### config.mk
export PLATFORM = sky130hd
export DESIGN_NAME = blk_cbfb5a
export DESIGN_NICKNAME = d
export VERILOG_FILES = /design/src/rtl/blk_cbfb5a_pkg.sv /design/src/rtl/blk_cbfb5a_mult_2x2_chunk.sv /design/src/rtl/blk_cbfb5a.sv
export SDC_FILE = /design/constraint.sdc
export NUM_CORES = 1
export LEC_CHECK = 0
export ABC_AREA = 0
export BUFFER_PORTS_ARGS = -buffer_cell sky130_fd_sc_hd__buf_2
export CAP_MARGIN = 30
export CORE_ASPECT_RATIO = 1.2
export CORE_MARGIN = 3
export CORE_UTILIZATION = 60
export CTS_CLUSTER_DIAMETER = 80
export CTS_CLUSTER_SIZE = 25
export DETAILED_ROUTE_END_ITERATION = 8
export HOLD_SLACK_MARGIN = 0.15
export PLACE_DENSITY = 0.78
export SLEW_MARGIN = 25
export SYNTH_ARGS = -nofsm -noshare
export SYNTH_HDL_FRONTEND = slang
export SYNTH_SLANG_ARGS = --single-unit
### constraint.sdc
create_clock -name clk -period 0.8 [get_ports clk]
set_clock_uncertainty 0.15 [all_clocks]
set_input_delay 0.16 -clock clk [delete_from_list [all_inputs] [get_ports clk]]
set_output_delay 0.16 -clock clk [all_outputs]
set_load 0.05 [all_outputs]
### src/rtl/blk_cbfb5a_pkg.sv
// Shared definitions for the fracturable 8x8 multiplier.
//   - Operand width constants (fixed configuration).
//   - Mode encoding and the HALF_* priority decode.
package blk_cbfb5a_pkg;

    localparam int unsigned A_chop_size = 8;
    localparam int unsigned B_chop_size = 8;

    // Number of 2-bit chunks per operand.
    localparam int unsigned NumChunks = A_chop_size / 2;

    typedef enum logic [1:0] {
        MODE_8X8 = 2'd0,
        MODE_4X4 = 2'd1,
        MODE_2X2 = 2'd2
    } mode_e;

    // HALF_2 wins over HALF_1, which wins over HALF_0; all-low falls back to 8x8.
    function automatic mode_e decode_mode(input logic half_0, input logic half_1,
                                          input logic half_2);
        mode_e m;
        if (half_2) begin
            m = MODE_2X2;
        end else if (half_1) begin
            m = MODE_4X4;
        end else if (half_0) begin
            m = MODE_8X8;
        end else begin
            m = MODE_8X8;
        end
        return m;
    endfunction

endpackage

### src/rtl/blk_cbfb5a_mult_2x2_chunk.sv
// 2x2 partial-product cell.
//   a, b           : 2-bit operand chunks
//   a_signed       : 1 = a[1] carries negative weight (chunk is a lane MSB of a signed operand)
//   b_signed       : same for b
//   p              : exact product as 6-bit two's complement
module blk_cbfb5a_mult_2x2_chunk (
    input  logic [1:0] a,
    input  logic [1:0] b,
    input  logic       a_signed,
    input  logic       b_signed,
    output logic [5:0] p
);

    logic signed [2:0] a_ext;
    logic signed [2:0] b_ext;
    logic signed [5:0] prod;

    assign a_ext = {a_signed & a[1], a};
    assign b_ext = {b_signed & b[1], b};
    assign prod  = a_ext * b_ext;
    assign p     = prod;

endmodule

### src/rtl/blk_cbfb5a.sv
// Precision-configurable 8x8 multiplier with 8x8, 2x(4x4) and 4x(2x2) lane modes.
//   clk, reset     : clock, asynchronous active-high reset (clears C)
//   A, B           : packed lane operands
//   A_sign, B_sign : 1 = lanes of that operand are two's complement
//   HALF_0/1/2     : mode select 8x8 / 4x4 / 2x2 (HALF_2 highest priority)
//   C              : packed lane products, registered (1-cycle latency)
module blk_cbfb5a
    import blk_cbfb5a_pkg::*;
(
    input  logic                   clk,
    input  logic                   reset,
    input  logic [A_chop_size-1:0] A,
    input  logic [B_chop_size-1:0] B,
    input  logic                   A_sign,
    input  logic                   B_sign,
    input  logic                   HALF_0,
    input  logic                   HALF_1,
    input  logic                   HALF_2,
    output logic [15:0]            C
);

    mode_e                mode;
    logic [NumChunks-1:0] a_sgn;
    logic [NumChunks-1:0] b_sgn;
    logic [5:0]           term [NumChunks*NumChunks];
    logic [15:0]          sum8;
    logic [7:0]           sum4 [2];
    logic [15:0]          prod_4x4;
    logic [15:0]          prod_2x2;
    logic [15:0]          c_d;
    logic [15:0]          c_q;

    assign mode = decode_mode(HALF_0, HALF_1, HALF_2);

    // A chunk's MSB carries negative weight only when it is the top chunk of its lane.
    always_comb begin
        a_sgn = '0;
        b_sgn = '0;
        case (mode)
            MODE_4X4: begin
                a_sgn = {A_sign, 1'b0, A_sign, 1'b0};
                b_sgn = {B_sign, 1'b0, B_sign, 1'b0};
            end
            MODE_2X2: begin
                a_sgn = {NumChunks{A_sign}};
                b_sgn = {NumChunks{B_sign}};
            end
            default: begin
                a_sgn = {A_sign, 3'b000};
                b_sgn = {B_sign, 3'b000};
            end
        endcase
    end

    for (genvar gi = 0; gi < NumChunks; gi++) begin : g_a
        for (genvar gj = 0; gj < NumChunks; gj++) begin : g_b
            blk_cbfb5a_mult_2x2_chunk u_chunk (
                .a        (A[2*gi +: 2]),
                .b        (B[2*gj +: 2]),
                .a_signed (a_sgn[gi]),
                .b_signed (b_sgn[gj]),
                .p        (term[gi*NumChunks+gj])
            );
        end
    end

    // Every term sits at its natural weight 4^(i+j) in all modes; lanes differ only in
    // which terms they sum and where the sum is truncated, which keeps carries in-lane.
    always_comb begin
        sum8 = '0;
        for (int i = 0; i < 4; i++) begin
            for (int j = 0; j < 4; j++) begin
                sum8 = sum8 + ({{10{term[i*4+j][5]}}, term[i*4+j]} << (2 * (i + j)));
            end
        end
    end

    always_comb begin
        for (int k = 0; k < 2; k++) begin
            sum4[k] = '0;
            for (int i = 0; i < 2; i++) begin
                for (int j = 0; j < 2; j++) begin
                    sum4[k] = sum4[k] + ({{2{term[(2*k+i)*4+2*k+j][5]}},
                                          term[(2*k+i)*4+2*k+j]} << (2 * (i + j)));
                end
            end
        end
        prod_4x4 = {sum4[1], sum4[0]};
    end

    // Diagonal cells are exactly the 2x2 lane products.
    always_comb begin
        prod_2x2 = '0;
        for (int k = 0; k < 4; k++) begin
            prod_2x2[4*k +: 4] = term[5*k][3:0];
        end
    end

    always_comb begin
        c_d = sum8;
        case (mode)
            MODE_4X4: c_d = prod_4x4;
            MODE_2X2: c_d = prod_2x2;
            default:  c_d = sum8;
        endcase
    end

    always_ff @(posedge clk or posedge reset) begin
        if (reset) begin
            c_q <= '0;
        end else begin
            c_q <= c_d;
        end
    end

    assign C = c_q;

endmodule

# == Word level (Yosys, flattened, before mapping) ==
# Index checks and enable logic that the tools add are counted.
# classes
n_mul,16
bitwise,8
mux,5
addsub,21
eq_ne,2
# ops
operator,n
adder 16 bit,9
multiplier 3 x 3 -> 6 bit,15
adder 8 bit,6
case mux 16 bit (2 select lines),1
adder 15 x 12 -> 16 bit,1
adder 14 x 10 -> 15 bit,1
adder 13 x 8 -> 14 bit,1
adder 11 x 12 -> 13 bit,1
case mux 3 bit (2 select lines),2
adder 9 x 10 -> 11 bit,1
adder 6 x 8 -> 9 bit,1
bitwise AND 1 bit,8
multiplier 3 x 3 -> 4 bit,1
"== test 2 x 1 -> 1 bit, second input constant",1
"== test 2 bit, second input constant",1
two-way mux 2 bit,1
two-way mux 1 bit,1
# totals
regBits,16
output_inout_bits,16
elab_cells,53
in_bits,23

# == Longest topological paths before layout ==
# Gate-level depths: netlist of run 1.
# depth
word_depth,22
ltp_mapped,31
ltp_nobuf,29

# == By module ==
# Synthesis of run 1 repeated with hierarchy kept, for this count alone.
# hier_totals
cells_unflattened,901
area_unflattened_um2,8633.3
# modules_own_cells
mod,area_each_um2,cells_per_inst,seq_area_each_um2,instances
blk_cbfb5a,4468.0,421,400.4,1
blk_cbfb5a_mult_2x2_chunk (g_a[0].g_b[0].u_chunk ...),260.2,30,0.0,15
blk_cbfb5a_mult_2x2_chunk (g_a[2].g_b[3].u_chunk),261.5,30,0.0,1

# == Worst setup path before layout of run 1 ==
# Ideal clock, no wire load.
# synth_path
path_type,input to register
startpoint,input port HALF_2
endpoint,"register c_q[15], in the netlist C[15]"
t_arrival_ns,7.971
t_required_ns,0.563
stages,27
path_buffers,2
slack_ns,-7.408
setup_time_ns,0.087
cell_sequence,clkbuf_1 > nand3_1 > clkbuf_1 > or2_2 > fa_1 > fa_1 > inv_1 > ha_1 > inv_1 > fa_1 > xnor2_1 > xor2_1 > fa_1 > fa_1 > inv_1 > fa_1 > inv_1 > fa_1 > fa_1 > ha_1 > ha_1 > inv_1 > o21bai_1 > a2111oi_0 > nor3_2 > xnor2_1 > a211oi_2
# synth_between
elab_chain_len,21
elab_cells_between_ends,45
cone_classes,18 x add/sub; 15 x mul; 2 x eq/ne; 4 x mux; 6 x bitwise
# synth_rtl
element,line_no,source
from (decl),blk_cbfb5a.sv:18,"input logic HALF_2,"
two-way mux 2 bit *,blk_cbfb5a_pkg.sv:22,if (half_2) begin
== test 2 bit or == test 2 x 1 -> 1 bit (tied branches),"blk_cbfb5a.sv:39, blk_cbfb5a.sv:101",
case mux 3 bit (2 select lines),blk_cbfb5a.sv:39,case (mode)
"bitwise AND 1 bit, on equally long branches","blk_cbfb5a_mult_2x2_chunk.sv:18, blk_cbfb5a_mult_2x2_chunk.sv:19",
multiplier 3 x 3 -> 6 bit,blk_cbfb5a_mult_2x2_chunk.sv:20,assign prod = a_ext * b_ext;
adder 6 x 8 -> 9 bit,blk_cbfb5a.sv:73,"sum8 = sum8 + ({{10{term[i*4+j][5]}}, term[i*4+j]} << (2 * (i + j)));"
adder 9 x 10 -> 11 bit,blk_cbfb5a.sv:73,
adder 11 x 12 -> 13 bit,blk_cbfb5a.sv:73,
adder 13 x 8 -> 14 bit,blk_cbfb5a.sv:73,
adder 14 x 10 -> 15 bit,blk_cbfb5a.sv:73,
adder 15 x 12 -> 16 bit,blk_cbfb5a.sv:73,
adder 16 bit (9 in a row),blk_cbfb5a.sv:73,
case mux 16 bit (2 select lines) *,blk_cbfb5a.sv:101,case (mode)
named net c_d[15],blk_cbfb5a.sv:30,logic [15:0] c_d;
to (signal assigned),blk_cbfb5a.sv:110,c_q <= '0;
to (signal assigned),blk_cbfb5a.sv:112,c_q <= c_d;
to (decl),blk_cbfb5a.sv:31,logic [15:0] c_q;
# Mark *: on every way through the listed nets, which the timed path passes. The rest lies on a longest branch.

# == Final worst setup path of run 1 ==
# layout_path
startpoint,input port HALF_2
endpoint,"register c_q[13], in the netlist C[13]"
# Same word-level chain as after synthesis.

==> impl_metrics.csv, run 1 <==
group,metric,value,unit
worst_setup_path,worst_setup_path_endpoint,"C[13]",
global_routing,grt_pass1_vias,7412,
drt,drt-pass1-iter-count,6,
finish,final_common_cell,"inv_1",
sta,tightest_slew,0.411,ns
worst_setup_path,cp.depth,28,
sta,final_hold_viol_count,0,
global_routing,overflow,0,
worst_setup_path,crit_type,"input pin to flop",
clocking,cts_buffer_depth,2,
drt,drt_iter0_markers,393,
yosys,ys_types,30,
worst_setup_path,end_kind,"flop",
worst_setup_path,crit_path_start,"HALF_2",
drt,wl_per_cell,20.8,µm
yosys,yosysWarnings,0,
sta,setup_viol,31,
yosys,synth_compound_area_share,2.28,%
sta,fmax,136,MHz
sta,layout_setup_ws,-6.53,ns
worst_setup_path,critPathMaxFanout,5,
clocking,htreeDepth,1,
min_path,worstHoldPathType,"input pin to flop",
drt,wirelength,24900,µm
finish,drive_gt1_share,35.4,%
worst_setup_path,critPathBufInv,10,
yosys,synth_top_family_by_area,"adder cells",
finish,largest_reg_flops,16,
drt,ant_nets,0,
drt,vias,6690,
clocking,cts.sinks,16,
global_routing,grtUsageTotal,30.4,%
die,start_util,62.7,%
global_routing,grt_max_degree,22,
die,die_h,133,µm
sta,rsz0062_at_grt,"yes",
yosys,synthCells,859,
sta,holdWs,0.153,ns
clocking,root_buffer,"clkbuf_16",
yosys,synthMuxAreaShare,1.17,%
clocking,cts_buffers,3,
die,die_w,112,µm
drt,avgViaCountPerCell,5.60,
placed_design,globalplace.congestion,0.914,
flow_run,max-cap-violations,0,
run_status,outcome,"finished, violations left",
sta,slew_viol_final,0,
die,row_count,45,
clocking,path_clk_slew,0.06,ns
yosys,async_reset_ff_share,100,%
yosys,synthAdderAreaFrac,59.8,%
placed_design,dp_hpwl,18700,µm
yosys,synth.avg_cell_area,9.46,µm²
worst_setup_path,cpLargestDelayFamily,"adder cells",
global_routing,grt_pass1_wl,35500,µm
yosys,synth-edff-count,0,
yosys,netlist_area,8120,µm²
yosys,synth-simple-area-share,10.4,%
sta,post-route-period-util,917,%
run_status,failed_checks,"setup timing",
yosys,ys_seq_area_share,4.93,%
die,core_area,12900,µm²
yosys,synth-seq-cells,16,
finish,area_growth,30.4,%
die,die_area,15000,µm²
yosys,synth_nets,1165,
drt,drcViolationCount,0,
finish,final_nets,1337,
die,ios,39,
worst_setup_path,worst_ep_required_time,0.79,ns
min_path,hp-start,"B[0]",
yosys,synth_xor_area_share,8.73,%
placed_design,portBuffers,37,
sta,finalWorstPathRequiredPeriod,7.33,ns
sta,slew_headroom,72.5,%
worst_setup_path,cpMostUsedCell,"fa_1",
clocking,cts_tree,"yes",
worst_setup_path,cpMaxStageDelayCell,"fa_1",
worst_setup_path,arrival,7.32,ns
worst_setup_path,max_stage_delay,0.57,ns
global_routing,grt_antenna_before_repair,0,
worst_setup_path,worstSetupStartpointType,"input pin",
yosys,ys.flop_type,"dfrtp_1",
finish,final_cell_mix,"inv_1 (226), fa_1 (147), buf_4 (138)",
## routing by layer
| metal | vias to the layer above | GRT usage [%] | wire (µm) |
|---|---|---|---|
| met5 | - | 0 | 0 |
| li1 | 2814 | - | - |
| met3 | 162 | 3.36 | 1700 |
| met1 | 3324 | 33.8 | 8130 |
| met4 | 0 | 15.4 | 1980 |
| met2 | 390 | 56.8 | 13100 |
## stage by stage
step           std cells  setup WS [ns]  TNS (ns)  util [%]  instance area [µm²]
4_1_cts             1184          -6.39    -74.08      79.8                10300
3_5_place_dp        1170          -6.92    -77.12      76.1                 9850
6_report            1195          -6.53    -75.36      81.8                10600
5_1_grt             1194          -6.70    -77.23      81.8                10600
3_3_place_gp        1170          -6.81    -75.28      76.1                 9850
2_1_floorplan        859          -6.40    -69.10         -                 8590
## repair_timing
item                       4_1_cts  5_1_grt
setup endpoints to repair       31       39
gates resized for setup         86       47
buffers inserted                 8       10
hold endpoints to repair        17        0
cloned                           1        0
pin swaps                       49       41
hold buffers                     1        0
## Yosys cell counts, types with 8 or more instances
| master | n | share of area, % |
|---|---|---|
| fa_1 | 175 | 43 |
| a21oi_1 | 10 | 0.62 |
| xor2_1 | 24 | 2.6 |
| o21ai_0 | 8 | 0.49 |
| nand2_1 | 75 | 3.5 |
| and2_1 | 43 | 3.3 |
| ha_1 | 108 | 17 |
| xnor2_1 | 50 | 5.4 |
| or2_2 | 29 | 2.2 |
| clkbuf_1 | 29 | 1.3 |
| dfrtp_1 | 16 | 4.9 |
| inv_1 | 247 | 11 |
| nor2_1 | 8 | 0.37 |
## cell families after synthesis
| group | Yosys count |
|---|---|
| flip-flops | 16 |
| AND/OR/NAND/NOR | 168 |
| adder cells (fa/ha/maj) | 283 |
| buffers and inverters | 276 |
| multiplexers | 9 |
| AO/OA/AOI/OAI | 30 |
| XOR/XNOR | 77 |
## worst min-delay path by stage
stage,cells after the start,slack [ns],to
2_1_floorplan,1,-0.08,C[15]
5_1_grt,3,0.18,C[0]
3_5_place_dp,3,0.02,C[9]
4_1_cts,3,0.15,C[0]
3_3_place_gp,3,0.007,C[8]
6_report,3,0.15,C[0]
## area by class of cell
class	instances	area, µm²
repair buffers	195	1620
flip-flops and latches	16	419
well taps	164	205
multi-input cells	568	7320
inverters	247	930
clock buffers	4	88.8
fillers	688	2360
diodes	1	2.50
Power of run 1 is left out: the tool's default activity adds up to more than one toggle a clock period on the data nets, which glitch-free logic cannot reach.
==> run 2: changes to the inputs <==
- CELL_PAD_IN_SITES_DETAIL_PLACEMENT: not set -> 0
- CELL_PAD_IN_SITES_GLOBAL_PLACEMENT: not set -> 2
- CORE_MARGIN: 3 -> not set
- CORE_UTILIZATION: 60 -> 42
- PLACE_DENSITY: 0.78 -> not set
- PLACE_DENSITY_LB_ADDON: not set -> 0.1
==> run 2 against run 1 <==
The flow still finishes with violations (setup timing). Utilization decreased by 25 points. Critical path depth increased by 1. Cell count increased by 7.8%. Final area increased by 1.9%. Critical endpoint is now C[15]. Largest cell class unchanged.
==> impl_metrics.csv, run 2 (synthesis gave the netlist of run 1 again) <==
group,metric,value,unit
placed_design,dp_hpwl,19000,µm
die,core_area,18900,µm²
worst_setup_path,worstSetupStartpointType,"input pin",
global_routing,overflow,0,
drt,avgViaCountPerCell,4.59,
global_routing,grt_pass1_wl,34400,µm
finish,drive_gt1_share,36.1,%
placed_design,portBuffers,37,
sta,setup_viol,32,
worst_setup_path,max_stage_delay,0.59,ns
finish,final_cell_mix,"inv_1 (219), fa_1 (151), buf_4 (140)",
die,ios,39,
sta,tightest_slew,0.442,ns
drt,wl_per_cell,16.3,µm
flow_run,max-cap-violations,0,
sta,layout_setup_ws,-6.25,ns
worst_setup_path,critPathMaxFanout,6,
worst_setup_path,cpMostUsedCell,"fa_2",
worst_setup_path,crit_type,"input pin to flop",
sta,final_hold_viol_count,0,
sta,rsz0062_at_grt,"yes",
clocking,cts_tree,"yes",
clocking,root_buffer,"clkbuf_16",
placed_design,globalplace.congestion,0.877,
drt,drcViolationCount,0,
worst_setup_path,cpMaxStageDelayCell,"fa_2",
die,die_h,154,µm
min_path,worstHoldPathType,"input pin to flop",
drt,drt-pass1-iter-count,4,
finish,multi_input_area,7350,µm²
clocking,htreeDepth,1,
sta,slew_viol_final,0,
finish,regArea,419,µm²
global_routing,grt_antenna_before_repair,0,
clocking,path_clk_slew,0.05,ns
die,die_area,19900,µm²
die,start_util,42.9,%
sta,holdWs,0.137,ns
global_routing,grt_pass1_vias,6684,
finish,largest_reg_flops,16,
drt,vias,5916,
worst_setup_path,end_kind,"flop",
clocking,cts.sinks,16,
run_status,failed_checks,"setup timing",
clocking,cts_hold_buf,1,
drt,ant_nets,0,
die,die_w,129,µm
sta,slew_headroom,70.3,%
finish,fillers,1723,
sta,fmax,142,MHz
finish,area_growth,32.8,%
placed_design,dp.cells,1263,
die,row_count,55,
run_status,outcome,"finished, violations left",
finish,final_nets,1339,
sta,finalWorstPathRequiredPeriod,7.05,ns
global_routing,grt_max_degree,22,
worst_setup_path,crit_path_start,"HALF_2",
worst_setup_path,worst_setup_path_endpoint,"C[15]",
finish,stdcell_count,1288,
sta,post-route-period-util,881,%
finish,antenna_cells,0,
worst_setup_path,arrival,7.07,ns
drt,drt_iter0_markers,174,
finish,utilization,57.0,%
finish,final_common_cell,"inv_1",
global_routing,grtUsageTotal,23.0,%
clocking,cts_buffer_depth,2,
sta,fin_tns_setup,-71.76,ns
clocking,cts_buffers,3,
drt,wirelength,21000,µm
worst_setup_path,worst_ep_required_time,0.82,ns
-- run 2: final cells by class --
class                      instances  share of cell area [%]
multi-input combinational        567                    68.1
tap                              256                    2.97
clock buffer                       4                   0.823
timing repair buffer             198                    15.6
sequential                        16                    3.88
inverter                         247                    8.64
-- run 2: metrics by stage --
| step | cell area, µm² | setup WS [ns] |
|---|---|---|
| floorplan | 8590 | -6.40 |
| global placement | 9980 | -6.78 |
| detailed placement | 9980 | -6.92 |
| CTS | 10600 | -6.28 |
| global route | 10800 | -6.53 |
| finish | 10800 | -6.25 |
-- run 2: layer usage --
metal  vias to the layer above  routed length, µm  global-route usage (%)  part of all wire, %
li1                       2824                  -                       -                    -
met1                      3028               9330                    30.0                   44
met2                        56              11300                    43.1                   54
met3                         8                281                   0.588                  1.3
met4                         0                140                    3.03                 0.67
met5                         -                  0                       0                    0
-- run 2: how the worst min path moves through the flow --
stage / startpoint / to / cells past startpoint
finish: B[0] / C[0] / 2
CTS: B[0] / C[0] / 2
floorplan: reset / C[15] / 1
global placement: reset / C[11] / 3
detailed placement: reset / C[15] / 3
global route: B[0] / C[0] / 2
-- run 2: what timing repair did --
| action | CTS | global route |
|---|---|---|
| endpoints found under the setup margin | 31 | 31 |
| gates cloned | 0 | 0 |
| endpoints found under the hold margin | 17 | 1 |
| pin swaps | 83 | 34 |
| setup buffers | 17 | 4 |
| gates resized for setup | 121 | 27 |
-- run 2: worst max-delay path: cells and delay by family --
family / cells / cell delay, ns
adder cells (fa/ha/maj): 11 / 4.46
buffers and inverters: 9 / 0.71
AND/OR/NAND/NOR: 4 / 0.59
XOR/XNOR: 3 / 0.56
AO/OA/AOI/OAI: 2 / 0.55
Power of run 2 is left out for the same reason.
